File: config.mk
export PLATFORM = sky130hd
export DESIGN_NAME = fsk_frame_rx
export DESIGN_NICKNAME = d
export VERILOG_FILES = /design/src/rtl/fsk_frame_rx.sv
export SDC_FILE = /design/constraint.sdc
export NUM_CORES = 1
export LEC_CHECK = 0
export BUFFER_PORTS_ARGS = -buffer_cell sky130_fd_sc_hd__buf_2
export CORE_MARGIN = 3
export CORE_UTILIZATION = 57
export CTS_CLUSTER_SIZE = 28
export DETAILED_ROUTE_END_ITERATION = 16
export PLACE_DENSITY = 0.78
export SLEW_MARGIN = 0
export SYNTH_ARGS = -nofsm -noshare
export SYNTH_HDL_FRONTEND = slang
export SYNTH_SLANG_ARGS = --single-unit
File: constraint.sdc
create_clock -name clk -period 2.1 [get_ports clk]
set_clock_uncertainty 0.1 [all_clocks]
set_input_delay 0 -clock clk [delete_from_list [all_inputs] [get_ports clk]]
set_output_delay 0 -clock clk [all_outputs]
set_load 0.02 [all_outputs]
File: src/rtl/fsk_frame_rx.sv
// Frame receiver for a 2FSK demodulated bit stream: hunts for a sync word,
// then collects an 8-bit payload (MSB first) and one even-parity bit.
//
// Output handshake: data_vld stays high while data_out holds an unconsumed
// byte; the byte is consumed on any clock edge where data_vld and data_rdy
// are both high. data_rdy is ignored while data_vld is low. A frame that
// completes while a byte is still unconsumed overwrites it and pulses overrun,
// unless data_rdy consumes the old byte on that same edge.
module fsk_frame_rx #(
  parameter int         BIT_CYCLES = 2048,
  parameter int         SAMPLE_PT  = 1023,
  parameter logic [7:0] SYNC       = 8'hA5
) (
  input  logic       clk,
  input  logic       rst,
  input  logic       din,
  input  logic       data_rdy,
  output logic [7:0] data_out,
  output logic       data_vld,
  output logic       parity_err,
  output logic       overrun,
  output logic       lock,
  output logic [7:0] frame_cnt
);

  localparam int CW = (BIT_CYCLES > 1) ? $clog2(BIT_CYCLES) : 1;

  localparam logic [1:0] ST_HUNT = 2'd0;
  localparam logic [1:0] ST_DATA = 2'd1;
  localparam logic [1:0] ST_PAR  = 2'd2;

  logic [CW-1:0] cnt_q, cnt_d;
  logic [7:0]    sr_q, sr_d;
  logic [1:0]    state_q, state_d;
  logic [2:0]    idx_q, idx_d;
  logic [7:0]    pay_q, pay_d;
  logic [7:0]    data_out_q, data_out_d;
  logic          parity_err_q, parity_err_d;
  logic          data_vld_q, data_vld_d;
  logic          overrun_q, overrun_d;
  logic [7:0]    frame_cnt_q, frame_cnt_d;
  logic          bit_stb;
  logic          frame_done;

  assign bit_stb = (cnt_q == CW'(SAMPLE_PT));

  always_comb begin
    cnt_d        = (cnt_q == CW'(BIT_CYCLES - 1)) ? '0 : cnt_q + CW'(1);
    sr_d         = sr_q;
    state_d      = state_q;
    idx_d        = idx_q;
    pay_d        = pay_q;
    data_out_d   = data_out_q;
    parity_err_d = parity_err_q;
    data_vld_d   = data_vld_q;
    overrun_d    = 1'b0;
    frame_cnt_d  = frame_cnt_q;
    frame_done   = 1'b0;

    if (bit_stb) begin
      sr_d = {sr_q[6:0], din};
      case (state_q)
        ST_HUNT: begin
          if ({sr_q[6:0], din} == SYNC) begin
            state_d = ST_DATA;
            idx_d   = 3'd0;
          end
        end
        ST_DATA: begin
          pay_d = {pay_q[6:0], din};
          idx_d = idx_q + 3'd1;
          if (idx_q == 3'd7) state_d = ST_PAR;
        end
        ST_PAR: begin
          frame_done   = 1'b1;
          state_d      = ST_HUNT;
          // Payload bits still sit in sr; wipe them so they cannot complete a sync.
          sr_d         = 8'd0;
          data_out_d   = pay_q;
          parity_err_d = ^{pay_q, din};
          frame_cnt_d  = frame_cnt_q + 8'd1;
        end
        default: state_d = ST_HUNT;
      endcase
    end

    if (frame_done) begin
      data_vld_d = 1'b1;
      overrun_d  = data_vld_q & ~data_rdy;
    end else if (data_vld_q && data_rdy) begin
      data_vld_d = 1'b0;
    end
  end

  always_ff @(posedge clk) begin
    if (rst) begin
      cnt_q        <= '0;
      sr_q         <= 8'd0;
      state_q      <= ST_HUNT;
      idx_q        <= 3'd0;
      pay_q        <= 8'd0;
      data_out_q   <= 8'd0;
      parity_err_q <= 1'b0;
      data_vld_q   <= 1'b0;
      overrun_q    <= 1'b0;
      frame_cnt_q  <= 8'd0;
    end else begin
      cnt_q        <= cnt_d;
      sr_q         <= sr_d;
      state_q      <= state_d;
      idx_q        <= idx_d;
      pay_q        <= pay_d;
      data_out_q   <= data_out_d;
      parity_err_q <= parity_err_d;
      data_vld_q   <= data_vld_d;
      overrun_q    <= overrun_d;
      frame_cnt_q  <= frame_cnt_d;
    end
  end

  assign data_out   = data_out_q;
  assign parity_err = parity_err_q;
  assign data_vld   = data_vld_q;
  assign overrun    = overrun_q;
  assign frame_cnt  = frame_cnt_q;
  assign lock       = (state_q == ST_DATA) || (state_q == ST_PAR);

endmodule

==> flow_metrics.env, run 1 <==
export IMPL_p_leak_nw=0.9867
export IMPL_seqPwrFrac=0.576
export IMPL_synth_edf_count=0
export IMPL_gp_congestion=0.7419
export IMPL_post_synth_top_count_cell="dfxtp_1"
export IMPL_nets=280
export IMPL_rsz0062_at_grt="no"
export IMPL_synth_mux_area_frac=0.04623
export IMPL_clock_root_buffer="clkbuf_8"
export IMPL_powerDensity_nw_per_um2=655.9
export IMPL_path_buf_inv=0
export IMPL_synthTopCellsByCount="dfxtp_1 (50), nand2_1 (28), a21oi_1 (25), nor2_1 (22), mux2i_1 (9)"
export IMPL_crit_path_max_incr_delay_ns=0.60
export IMPL_numCtsBuffers=5
export IMPL_r2r_cells=5
export IMPL_use_met3=0.04433
export IMPL_start_kind="register"
export IMPL_rrSetupSlack_ns=0.14
export IMPL_initial_core_util=0.6226
export IMPL_hold_ws_ns=0.06115
export IMPL_synth_xor_area_frac=0.06621
export IMPL_grt_max_degree=30
export IMPL_postSynthAreaPerCell_um2=9.249
export IMPL_fin_crit_ns=1.965
export IMPL_detail_route_antenna_nets=0
export IMPL_grt_busiest_layer="met2"
export IMPL_drv_slew=0
export IMPL_end_kind="register"
export IMPL_yosys_warnings=0
export IMPL_synth_nets=248
export IMPL_gr_usage_met2=0.2936
export IMPL_via_per_inst=5.506
export IMPL_synth_compound_area_frac=0.1090
export IMPL_pwr_share_clk=0.400
export IMPL_grt_util_met1=0.2825
export IMPL_p_switching_mw=0.3361
export IMPL_syn_inst=237
export IMPL_fp_dieH_um=68.02
export IMPL_drive_gt1_frac=0.1667
export IMPL_switching_share=0.2027
export IMPL_worstSetupPathType="register to register"
export IMPL_yosys_area_share_adder=0.03995
export IMPL_grt_pass1_vias=1513
export IMPL_finalHoldViolCount=0
export IMPL_synth_main_ff_cell="dfxtp_1"
export IMPL_overflow=0
export IMPL_worst_slew_pin_slew_ns=0.5526
export IMPL_synth_top_family_by_area="simple AND/OR/NAND/NOR gates"
export IMPL_netlist_cell_type_count=43
export IMPL_async_reset_ff_frac=0
export IMPL_regArea_um2=1001
export IMPL_synth_area_leader_cell="dfxtp_1"
export IMPL_hp_class="input port to register"
export IMPL_drc_errors=0
export IMPL_antenna_found_initial=0
export IMPL_cts_sinks=50
export IMPL_setup_violations=0
export IMPL_multi_input_area_um2=1109
export IMPL_ios=24
export IMPL_syn_area_um2=2192
export IMPL_core_area_um2=3521
export IMPL_maxSlewHeadroom=0.6316
export IMPL_synth_simple_area_share=0.2443
export IMPL_yosysSeqAreaShare=0.4566
export IMPL_hpwlAfterDp_um=2916
export IMPL_wl_per_cell_um=13.06
export IMPL_cts_tree="done"
export IMPL_drtPass1Iterations=4
export IMPL_r2r_end="idx_q[0]$_SDFFE_PP0P_"
export IMPL_io_buffers=23
export IMPL_clk_pin_slew_ns=0.09
export IMPL_status="complete, no violations"
export IMPL_ys_top_cells_by_area="dfxtp_1 (46%), a21oi_1 (5.7%), nand2_1 (4.8%)"
export IMPL_grt_use_total=0.2031
export IMPL_layout_area_overhead_vs_synth_pct=15.35
export IMPL_reg2reg_from="cnt_q[0]$_SDFF_PP0_"
export IMPL_drtIter0Drc=118
export IMPL_core_rowCount=21
export IMPL_crit_arrival_ns=2.12
export IMPL_synth_top_area_frac=0.4566
export IMPL_antenna_diode_count=0
export IMPL_die_area_um2=4626
export IMPL_path_depth=5
export IMPL_cp_cell_sequence="ha_1, nand4_2, or4_1, nor4b_4, mux2_1"
export IMPL_crit_start="cnt_q[0]$_SDFF_PP0_"
export IMPL_clock_latency_ns=0.30
export IMPL_dieWidth_um=68.02
export IMPL_crit_required_ns=2.25
export IMPL_finalSetupTns_ns=0
export IMPL_fmax_mhz=509.0
export IMPL_grt_pass1_wl_um=6982
export IMPL_fin_crit_sh=0.9356
export IMPL_drt_wl_total_um=4126
export IMPL_crit_family="simple AND/OR/NAND/NOR gates"
export IMPL_drv_cap=0
export IMPL_num_vias=1740
export IMPL_critPathMaxFanout=4
export IMPL_cts_buffer_depth=2
export IMPL_cts_htree_levels=2
export IMPL_p_int_mw=1.323
export IMPL_n_fill_cell=269
export IMPL_power_share_combinational=0.024
export IMPL_endpoint="idx_q[0]$_SDFFE_PP0P_"
export IMPL_ys_ff_latch=50
export IMPL_cp_slowest_cell="or4_1"
export IMPL_ir_drop_v=0.0004786
[final cells by class]
| type | instances | area share |
|---|---|---|
| Clock buffer | 6 | 0.02870 |
| Clock inverter | 2 | 0.01484 |
| Inverter | 9 | 0.01336 |
| Multi-Input combinational cell | 167 | 0.4384 |
| Sequential cell | 50 | 0.3958 |
| Tap cell | 46 | 0.02276 |
| Timing Repair Buffer | 36 | 0.08610 |
[worst register-to-register path, stage by stage (launching register included)]
cell and delay, ns:
dfxtp_1 0.35, ha_1 0.24, nand4_2 0.17, or4_1 0.60, nor4b_4 0.29, mux2_1 0.16
[routing by layer]
| layer | vias to the layer above | part of all wire |
|---|---|---|
| met4 | 0 | 0.019 |
| met3 | 6 | 0.031 |
| met5 | - | 0 |
| met2 | 26 | 0.44 |
| met1 | 809 | 0.51 |
| li1 | 899 | - |
[registers in the layout, summed over array words and instances (netlist names)]
name	flops
data_out	8
overrun	1
parity_err	1
idx_q	3
state_q	2
frame_cnt	8
pay_q	8
cnt_q	11
data_vld	1
sr_q	7
[power groups by stage]
stage	Sequential [mW]	Combinational, mW	Clock (mW)
floorplan	0.977	0.0263	0
global placement	0.978	0.0371	0
detailed placement	0.978	0.0371	0
CTS	0.956	0.0400	0.681
global route	0.957	0.0449	0.720
finish	0.955	0.0399	0.663
[worst min-delay path by stage]
stage	endpoint	cells past startpoint	startpoint	slack [ns]
6_report	cnt_q[2]$_SDFF_PP0_	2	rst	0.06
4_1_cts	cnt_q[2]$_SDFF_PP0_	2	rst	0.06
3_5_place_dp	overrun$_SDFF_PP0_	3	data_rdy	0.19
2_1_floorplan	pay_q[0]$_SDFFE_PP0P_	2	din	0.05
3_3_place_gp	overrun$_SDFF_PP0_	3	data_rdy	0.18
5_1_grt	frame_cnt[1]$_SDFFE_PP0P_	2	rst	0.08
[stage by stage]
| step | area (µm²) | std cells | setup WS [ns] | power, mW | utilization |
|---|---|---|---|---|---|
| 2_1_floorplan | 2192 | 237 | 0.2203 | 1.004 | - |
| 3_3_place_gp | 2391 | 305 | 0.1348 | 1.015 | 0.6791 |
| 3_5_place_dp | 2391 | 305 | 0.04875 | 1.015 | 0.6791 |
| 4_1_cts | 2521 | 315 | 0.02250 | 1.677 | 0.7161 |
| 5_1_grt | 2529 | 316 | 0.01252 | 1.722 | 0.7182 |
| 6_report | 2529 | 316 | 0.1353 | 1.659 | 0.7182 |
[placed cells by master (no fill, tap or decap), types with 6 or more instances in the layout]
master    instances
buf_2            23
buf_4            11
a21oi_1          25
dfxtp_1          50
mux2i_1           9
nand3b_1          7
inv_1             7
nor2_1           22
xnor2_1           8
ha_1              7
nand4_1           7
nand2_1          28
xor2_1            6
[logic make-up after synthesis]
family / Yosys count
AOI/OAI and AO/OA: 40
muxes: 10
and+or+nand+nor: 95
DFF: 50
buffers and inverters: 20
xor gates and xnor gates: 15
adders and majority gates: 7
[what timing repair did]
item / CTS / global route
endpoints found under the hold margin: 4 / 0
buffers inserted: 0 / 1
endpoints found under the setup margin: 0 / 5
resized for setup: 0 / 0
hold buffers: 2 / 0
Power figures use the tool's default switching activity.
==> run 2: changes to the inputs <==
Clock period 2.1 ns to 2.2 ns, I/O delays scaled along.
==> run 2 against run 1 <==
  * Combinational power is 5.5% lower
  * First-iteration DRC count is 0.85% higher
  * Sequential power is 4.4% lower
  * Largest power group unchanged
  * Largest cell class unchanged
==> flow_metrics.env, run 2 (same netlist as run 1, synthesis figures left out) <==
export IMPL_status="complete, no violations"
export IMPL_fin_crit_sh=0.8976
export IMPL_drv_slew=0
export IMPL_dieWidth_um=68.02
export IMPL_clock_latency_ns=0.31
export IMPL_powerDensity_nw_per_um2=592.4
export IMPL_dr_wl_met2_um=1834
export IMPL_met1Wirelength_um=1984
export IMPL_postLayoutCellArea_um2=2490
export IMPL_drv_cap=0
export IMPL_cts_buffer_depth=2
export IMPL_core_area_um2=3521
export IMPL_gp_congestion=0.7406
export IMPL_drive_gt1_frac=0.1604
export IMPL_cts_sinks=50
export IMPL_critPathMaxFanout=4
export IMPL_drtPass1Iterations=5
export IMPL_io_buffers=23
export IMPL_p_leak_nw=0.9708
export IMPL_cts_htree_levels=2
export IMPL_setup_violations=0
export IMPL_crit_family="simple AND/OR/NAND/NOR gates"
export IMPL_hpwlAfterDp_um=2874
export IMPL_end_kind="register"
export IMPL_fp_dieH_um=68.02
export IMPL_ctsResizeCount=0
export IMPL_clk_pin_slew_ns=0.08
export IMPL_fmax_mhz=506.4
export IMPL_nets=278
export IMPL_ir_drop_v=0.0005470
export IMPL_numCtsBuffers=5
export IMPL_hp_class="input port to register"
export IMPL_grt_pass1_vias=1527
export IMPL_core_rowCount=21
export IMPL_num_vias=1725
export IMPL_cp_slowest_cell="or4_1"
export IMPL_clock_root_buffer="clkbuf_8"
export IMPL_crit_required_ns=2.35
export IMPL_power_total_mw=1.475
export IMPL_utilization=0.7072
export IMPL_cts_tree="done"
export IMPL_antenna_found_initial=0
export IMPL_worst_slew_pin_slew_ns=0.5406
export IMPL_placed_area_um2=2376
export IMPL_grt_pass1_wl_um=6851
export IMPL_top_register="cnt_q"
export IMPL_finalSetupTns_ns=0
export IMPL_overflow=0
export IMPL_path_buf_inv=0
export IMPL_start_kind="register"
export IMPL_grt_use_total=0.1957
export IMPL_antenna_diode_count=0
export IMPL_die_area_um2=4626
export IMPL_drc_errors=0
export IMPL_finalHoldViolCount=0
export IMPL_route_met3_wl_um=146
export IMPL_cp_cell_sequence="ha_1, nand4_2, or4_1, nor4b_4, a22o_1"
export IMPL_crit_arrival_ns=2.12
export IMPL_wl_per_cell_um=12.81
export IMPL_rsz0062_at_grt="no"
export IMPL_largest_reg_flops=11
export IMPL_n_fill_cell=284
export IMPL_highest_layer="met4"
export IMPL_final_cell_mix="dfxtp_1 (50), nand2_1 (28), a21oi_1 (25)"
export IMPL_drtIter0Drc=119
export IMPL_grt_max_degree=30
export IMPL_maxSlewHeadroom=0.6396
export IMPL_drt_wl_total_um=4021
export IMPL_worstSetupPathType="register to register"
export IMPL_initial_core_util=0.6226
export IMPL_layout_commonest_cell="dfxtp_1"
export IMPL_layout_area_overhead_vs_synth_pct=13.58
export IMPL_detail_route_antenna_nets=0
export IMPL_ios=24
export IMPL_fin_crit_ns=1.975
export IMPL_crit_path_max_incr_delay_ns=0.60
export IMPL_via_per_inst=5.494
run 2: layout make-up:
cell class,instances,area [µm²],area share
timing repair buffer,34,202.7,0.08141
sequential,50,1001,0.4020
clock buffer,6,72.57,0.02915
clock inverter,2,13.76,0.005528
tap,46,57.56,0.02312
multi-input combinational,167,1109,0.4452
inverter,9,33.78,0.01357
run 2: path summary, 6_finish.rpt:
kind                        from  cells after the start  slack (ns)                     to
min                          rst                      2        0.06    cnt_q[2]$_SDFF_PP0_
min reg2reg  cnt_q[0]$_SDFF_PP0_                      1        0.34    cnt_q[0]$_SDFF_PP0_
max          cnt_q[0]$_SDFF_PP0_                      5        0.23  idx_q[1]$_SDFFE_PP0P_
max reg2reg  cnt_q[0]$_SDFF_PP0_                      5        0.23  idx_q[1]$_SDFFE_PP0P_
run 2: layer usage:
layer	global-route usage	vias up
li1	-	900
met1	0.2556	796
met2	0.3069	23
met3	0.05911	6
met4	0.06700	0
met5	0	-
run 2: stage by stage:
stage               hold slack (ns)  std cells  setup slack (ns)
floorplan                   0.04721        237            0.3203
global placement             0.1785        303            0.1863
detailed placement           0.1916        303            0.1390
CTS                         0.05799        313            0.1175
global route                0.09042        314           0.05967
finish                      0.05836        314            0.2252
run 2: repair_timing:
action | 4_1_cts | 5_1_grt
hold buffers | 2 | 0
setup endpoints to repair | 0 | 5
buffers inserted | 0 | 1
endpoints found under the hold margin | 4 | 0
run 2: report_power, final:
part           switching, mW  internal [mW]
Clock                  0.300          0.225
Combinational         0.0231         0.0146
Sequential           0.00379          0.909
